<file path="src/rtl/elevator_motion_ctrl.sv">
// Elevator car motion controller: accepts goal-floor requests, enables the
// frequency divider while travelling, steps floors on divided-clock ticks, dwells with door open.
module elevator_motion_ctrl #(
  parameter int FLOORS          = 8,
  parameter int FLOOR_W         = 3,
  parameter int TICKS_PER_FLOOR = 4,
  parameter int DOOR_CYCLES     = 100
) (
  input  logic               clk_50,
  input  logic               rst_n,
  input  logic               req_valid,
  input  logic [FLOOR_W-1:0] req_floor,
  output logic               req_ready,
  input  logic               tick,
  output logic               move_en,
  output logic [FLOOR_W-1:0] cur_floor,
  output logic               dir_up,
  output logic               door_open,
  output logic               arrived,
  output logic               req_err
);

  localparam int TICK_W = (TICKS_PER_FLOOR > 1) ? $clog2(TICKS_PER_FLOOR) : 1;
  localparam int DOOR_W = (DOOR_CYCLES > 1) ? $clog2(DOOR_CYCLES) : 1;
  localparam logic [TICK_W-1:0]  TICK_LAST   = TICK_W'(TICKS_PER_FLOOR - 1);
  localparam logic [DOOR_W-1:0]  DOOR_LAST   = DOOR_W'(DOOR_CYCLES - 1);
  localparam logic [FLOOR_W-1:0] FLOOR_TOP   = FLOOR_W'(FLOORS - 1);
  localparam logic [FLOOR_W:0]   FLOOR_LIMIT = (FLOOR_W + 1)'(FLOORS);

  typedef enum logic [1:0] {
    IDLE = 2'd0,
    MOVE = 2'd1,
    DOOR = 2'd2
  } state_t;

  state_t              state_q, state_d;
  logic [FLOOR_W-1:0]  cur_floor_q, cur_floor_d;
  logic [FLOOR_W-1:0]  goal_q, goal_d;
  logic                dir_up_q, dir_up_d;
  logic [TICK_W-1:0]   tick_cnt_q, tick_cnt_d;
  logic [DOOR_W-1:0]   door_cnt_q, door_cnt_d;
  logic                arrived_q, arrived_d;
  logic                req_err_q, req_err_d;
  logic                sync1_q, sync2_q, sync3_q;
  logic                tick_rise;
  logic [FLOOR_W-1:0]  step_floor;

  // Divided clock is asynchronous to clk_50: two flops for metastability, a third for edge detect.
  always_ff @(posedge clk_50 or negedge rst_n) begin
    if (!rst_n) begin
      sync1_q <= 1'b0;
      sync2_q <= 1'b0;
      sync3_q <= 1'b0;
    end else begin
      // NOTE: non-blocking assignments make every flop sample the pre-edge values, so the chain shifts one stage per clock.
      sync1_q <= tick;
      sync2_q <= sync1_q;
      sync3_q <= sync2_q;
    end
  end

  assign tick_rise = sync2_q & ~sync3_q;

  // Saturating guard: a legal goal never drives the car past either end.
  always_comb begin
    step_floor = cur_floor_q;
    if (dir_up_q) begin
      if (cur_floor_q != FLOOR_TOP) step_floor = cur_floor_q + 1'b1;
    end else begin
      if (cur_floor_q != '0) step_floor = cur_floor_q - 1'b1;
    end
  end

  always_comb begin
    // NOTE: every output of this block gets a default first, so no path can leave one unassigned and infer a latch.
    state_d     = state_q;
    cur_floor_d = cur_floor_q;
    goal_d      = goal_q;
    dir_up_d    = dir_up_q;
    tick_cnt_d  = tick_cnt_q;
    door_cnt_d  = door_cnt_q;
    arrived_d   = 1'b0;
    req_err_d   = 1'b0;

    unique case (state_q)
      IDLE: begin
        if (req_valid) begin
          if ({1'b0, req_floor} >= FLOOR_LIMIT) begin
            req_err_d = 1'b1;
          end else if (req_floor == cur_floor_q) begin
            state_d   = DOOR;
            arrived_d = 1'b1;
          end else begin
            goal_d     = req_floor;
            dir_up_d   = (req_floor > cur_floor_q);
            tick_cnt_d = '0;
            state_d    = MOVE;
          end
        end
      end
      MOVE: begin
        if (tick_rise) begin
          if (tick_cnt_q == TICK_LAST) begin
            tick_cnt_d  = '0;
            cur_floor_d = step_floor;
            if (step_floor == goal_q) begin
              state_d   = DOOR;
              arrived_d = 1'b1;
            end
          end else begin
            tick_cnt_d = tick_cnt_q + 1'b1;
          end
        end
      end
      DOOR: begin
        if (door_cnt_q == DOOR_LAST) begin
          door_cnt_d = '0;
          state_d    = IDLE;
        end else begin
          door_cnt_d = door_cnt_q + 1'b1;
        end
      end
      default: state_d = IDLE;
    endcase
  end

  always_ff @(posedge clk_50 or negedge rst_n) begin
    if (!rst_n) begin
      state_q     <= IDLE;
      cur_floor_q <= '0;
      goal_q      <= '0;
      dir_up_q    <= 1'b1;
      tick_cnt_q  <= '0;
      door_cnt_q  <= '0;
      arrived_q   <= 1'b0;
      req_err_q   <= 1'b0;
    end else begin
      state_q     <= state_d;
      cur_floor_q <= cur_floor_d;
      goal_q      <= goal_d;
      dir_up_q    <= dir_up_d;
      tick_cnt_q  <= tick_cnt_d;
      door_cnt_q  <= door_cnt_d;
      arrived_q   <= arrived_d;
      req_err_q   <= req_err_d;
    end
  end

  assign req_ready = (state_q == IDLE);
  assign move_en   = (state_q == MOVE);
  assign door_open = (state_q == DOOR);
  assign cur_floor = cur_floor_q;
  assign dir_up    = dir_up_q;
  assign arrived   = arrived_q;
  assign req_err   = req_err_q;

endmodule

</file>
<file path="config.mk">
export PLATFORM = sky130hd
export DESIGN_NAME = elevator_motion_ctrl
export DESIGN_NICKNAME = d
export VERILOG_FILES = /design/src/rtl/elevator_motion_ctrl.sv
export SDC_FILE = /design/constraint.sdc
export NUM_CORES = 1
export LEC_CHECK = 0
export CAP_MARGIN = 40
export CORE_ASPECT_RATIO = 1.1
export CORE_MARGIN = 3
export CORE_UTILIZATION = 54
export DETAILED_ROUTE_END_ITERATION = 8
export PLACE_DENSITY = 0.85
export SETUP_SLACK_MARGIN = 0.4
export SYNTH_ARGS = -nofsm -noshare
export SYNTH_HDL_FRONTEND = slang
export SYNTH_SLANG_ARGS = --single-unit
</file>
<file path="constraint.sdc">
create_clock -name clk_50 -period 2.3 [get_ports clk_50]
set_input_delay 0.46 -clock clk_50 [delete_from_list [all_inputs] [get_ports clk_50]]
set_output_delay 0.46 -clock clk_50 [all_outputs]
set_load 0.005 [all_outputs]
</file>
**Word level (Yosys, flattened, before mapping)**

Cells that the tools add are included.

- Bits in registers: 22
- Output and inout bits: 9
- Input bits: 7
- Word-level logic and storage cells: 60

- Add/sub/neg operators: 4
- $lt $le $gt $ge: 1
- Reductions and logical operators: 7
- Multiplexer cells: 22
- Equal/unequal tests: 13
- Bitwise operators: 3

Operator list:

| operator | count |
|---|---|
| $mux 2 | 10 |
| $mux 3 | 3 |
| $ne 2x1->1 const B | 4 |
| $add 7x1->7 const B | 1 |
| $eq 7x7->1 const B | 1 |
| $mux 7 | 1 |
| $eq 3x3->1 | 2 |
| $pmux 2 s3 | 1 |
| $reduce_and 3->1 | 2 |
| $mux 1 | 5 |
| $reduce_and 5->1 | 1 |
| $eq 2x2->1 const B | 2 |
| $ne 2x2->1 const B | 2 |
| $pmux 2 s2 | 1 |
| $reduce_and 4->1 | 1 |
| $add 3x1->3 const B | 1 |
| $gt 3x3->1 | 1 |
| $ne 3x3->1 const B | 1 |
| $reduce_bool 3->1 | 1 |
| $sub 3x1->3 const B | 1 |
| $add 2x1->2 const B | 1 |
| $eq 2x1->1 const B | 1 |
| $logic_not 2->1 | 1 |
| $not 1->1 | 2 |
| 3 further kinds | 3 |

**Logic depth before layout (Yosys ltp)**

- Depth after elaboration: 8
- Depth in mapped cells: 8
- Depth with buffers taken out: 7

**Least setup slack after synthesis**

No wires, ideal clock.

- Path kind: register to register
- From: reg cur_floor_q[0], in the netlist cur_floor[0]
- To: reg state_q[0]
- Cell stages (with the launch flop): 8
- Period minus slack after synthesis: 1.879 ns
- Data arrival time: 1.760 ns
- Buffers on the path: 0
- Data required time: 2.181 ns
- Setup time: 0.119 ns
- Setup slack: 0.421 ns
- Cells stage by stage: dfrtp_1 -> inv_1 -> ha_1 -> nor4b_1 -> a221oi_2 -> xnor2_1 -> a211o_1 -> o21a_1

- Cells in the longest elaborated chain, start to end: 6
- Elaborated cells between the ends (all ways): 14
- Those cells by class: add/sub: 2; eq/ne: 4; mux: 6; reduce/logical: 2

Ends and longest elaborated chain:

| element | line | text |
|---|---|---|
| start, declared | 37 | `logic [FLOOR_W-1:0] cur_floor_q, cur_floor_d;` |
| start signal, assigned | 139 | `cur_floor_q <= cur_floor_d;` |
| $sub 3x1->3, or another cell as far along | 70 | `if (cur_floor_q != '0) step_floor = cur_floor_q - 1'b1;` |
| $mux 3 (on tied branches) | 70, 68 |  |
| $mux 3 | 67 | `if (dir_up_q) begin` |
| $eq 3x3->1 | 106 | `if (step_floor == goal_q) begin` |
| $ne 2x1->1 (no source line) | - |  |
| $reduce_and 5->1 (no source line) | - |  |
| end signal, assigned | 138 | `state_q <= state_d;` |
| end, declared | 36 | `state_t state_q, state_d;` |

Several ways; a longest one is shown, not always the timed one. The select of a mux whose other input is x is not followed.
A chain may end at the register's enable or synchronous reset.

**Worst setup path in the final report**

- From: reg cur_floor_q[1], in the netlist cur_floor[1]
- To: reg state_q[0]

The elaborated chain is that of the path after synthesis.

==> impl_metrics.yaml <==
logic_synthesis:
  ys_types: 41
  netlist_top_cells_area: "dfrtp_1, ha_1, a21o_1"
  netlist_area_mm2: 0.00126
  synth_top_area_cell: "dfrtp_1"
  syn-instance-count: 127
  ys_ff_latch: 22
  yosys_warnings: 0
  ys_seq_area_frac: 0.437
  syn-num-nets: 142
  avgSynthCellArea_um2: 9.94
  synth_top_area_frac: 0.416
sta:
  finalMaxSlewViolations: 0
  min_period_ps: 1900
  period_share: 0.828
  setup_violations: 0
  clock_skew_ps: 2.22
  fmax_mhz: 525
  hold_violations: 0
  rsz0062_at_grt: "true"
  setup-tns-final_ps: 0
job:
  maxCapViolCount: 0
pwr:
  internal-power_mw: 0.580
  pwr-share-comb: 0.043
  cellLeakagePower_nw: 0.789
  p_sw_mw: 0.136
  swShare: 0.190
  power.density_mw_per_mm2: 432
  clock_power_share: 0.412
  pwr-share-seq: 0.545
  vdd_drop_max_mv: 0.515
  power_mw: 0.716
global_route:
  grt-ovfl-total: 0
  grt_pass1_wl_mm: 4.71
  grt_max_degree: 23
  grt_antenna_before_repair: 0
  grt_use_total: 0.207
  grt_pass1_vias: 1129
clocking:
  cts-root-buf: "clkbuf_4"
  clock_latency_ps: 300
  clkSinkCount: 22
  cts_tree: "built"
  clkTransAtPathRegs_ps: 120
  clock_path_buffers: 2
  cts_inserted_buffers: 3
  cts_max_level: 1
route:
  ant_nets: 0
  wl_mm: 3.00
  drc: 0
  first_pass_iters: 4
  avgViaCountPerCell: 5.99
  wl_per_cell_um: 16.2
  vias: 1108
  drt_iter0_markers: 29
final_layout:
  finalNetCount: 173
  final_layout_size_suffix_gt1_frac: 0.306
  syn2layout_area_growth_pct: 31.3
  post-route-util: 0.787
  antenna_cells: 0
setup_path:
  ff2ff_setup_slack_ps: 400
  critical_path_required_ps: 2510
  end_kind: "register"
  arrival_ps: 2110
  cp-start-kind: "register"
  path_class: "reg -> reg"
  critPathMaxFanout: 5
floorplanning:
  die_h_um: 56.7
  fp-row-count: 17
  initial_core_util: 0.600
  coreArea_mm2: 0.00211
  dieWidth_um: 52.1
  die-area_mm2: 0.00295
  pin_count: 16
status:
  status: "complete, no violations"
placed_design:
  routabilityCongestion: 0.752
  io_buffer_count: 14
  dp_hpwl_mm: 1.82
min_path:
  min_path_type: "reg -> reg"
[layer usage]
layer | GRT usage | wire [µm] | up-vias
met2 | 0.355 | 1570 | 38
met4 | 0.112 | 68 | 0
li1 | - | - | 520
met1 | 0.235 | 1260 | 540
met3 | 0.0371 | 109 | 10
met5 | 0 | 0 | -
[worst max-delay path, stage by stage (launching register included)]
cell	delay, ps
dfrtp_2	480
inv_4	100
ha_4	160
or3b_4	410
a21oi_2	150
nor2b_1	70
a211o_1	270
o21a_1	180
[kinds of logic after synthesis]
| group | count (synthesis) | share of synthesized area |
|---|---|---|
| AOI/OAI and AO/OA | 31 | 0.176 |
| xor gates and xnor gates | 5 | 0.0347 |
| adders and majority gates | 8 | 0.0793 |
| buffers and inverters | 10 | 0.0446 |
| DFF | 22 | 0.437 |
| muxes | 3 | 0.0268 |
| other | 1 | 0.00297 |
| and+or+nand+nor | 47 | 0.198 |
[cells in the mapped netlist, drive strengths merged]
library cell  number
a2bb2oi            1
a21oi              7
o31a               1
mux2               3
dfrtp             21
nand4              2
o22a               1
a211oi             1
nor4               2
nor3b              1
a221oi             1
dfstp              1
nand3              8
conb               1
or3b               1
nand3b             1
nand2b             4
o21ai              5
or2                2
a21bo              1
xnor2              4
xor2               1
nor2b              5
nor3               3
ha                 8
o22ai              1
a21o               6
a211o              1
inv                6
o21a               1
clkbuf             1
a31o               1
nor2               6
a221o              1
a22o               2
nand4b             1
nor4b              1
nand2             10
buf                3
[flip-flops by register name, summed over array words and instances (netlist names), 2 cells and up]
signal,flops
cur_floor,3
door_cnt_q,7
goal_q,3
state_q,2
tick_cnt_q,2
[placed cells by master, fill, tap and decap left out, drive strengths merged, types with 2 or more instances in the layout]
cell type	instances
xnor2	4
clkdlybuf4s50	11
a21oi	7
nor2b	5
nand2b	4
mux2	3
nor4	2
inv	6
o21ai	5
nor2	6
a21o	6
clkbuf	3
nand2	10
a22o	2
buf	16
dfrtp	21
nor3	3
nand4	2
ha	8
or2	2
dlymetal6s2s	2
nand3	8
[layout make-up]
type | count | area (µm²)
inverters | 6 | 25.0
fillers | 133 | 448
repair buffers | 30 | 264
clock buffers | 3 | 22.5
clock inverters | 1 | 30.0
flip-flops and latches | 22 | 557
well taps | 28 | 35.0
multi-input cells | 95 | 724
[path summary, 6_finish.rpt]
check,start,to,cells after the start
hold / removal,sync1_q,sync2_q,0
max in group asynchronous,rst_n,dir_up,2
min in group asynchronous,rst_n,cur_floor[0],2
setup reg to reg,cur_floor[1],state_q[0],7
setup / recovery,cur_floor[1],state_q[0],7
hold reg to reg,sync1_q,sync2_q,0
[power groups by stage]
stage / combinational (mW) / sequential (mW) / clock [mW]
2_1_floorplan: 0.00867 / 0.397 / 0
6_report: 0.0307 / 0.390 / 0.296
3_3_place_gp: 0.0283 / 0.397 / 0
3_5_place_dp: 0.0296 / 0.398 / 0
5_1_grt: 0.0335 / 0.391 / 0.322
4_1_cts: 0.0298 / 0.390 / 0.301
[what timing repair did]
item                                    4_1_cts  5_1_grt
hold buffers                                  0        0
pin swaps                                     0        1
endpoints found under the setup margin       10        8
gates resized for setup                      14       12
buffers inserted                              8        5
cloned                                        0        0
[metrics by stage]
stage / cell area [µm²] / std cells / setup WS (ps) / hold WS (ps)
4_1_cts: 1580 / 180 / 374 / 381
3_5_place_dp: 1430 / 168 / 39.0 / 338
2_1_floorplan: 1260 / 127 / 421 / 164
3_3_place_gp: 1430 / 168 / 71.3 / 335
5_1_grt: 1660 / 185 / 334 / 395
6_report: 1660 / 185 / 396 / 380
Power figures use the tool's default switching activity.
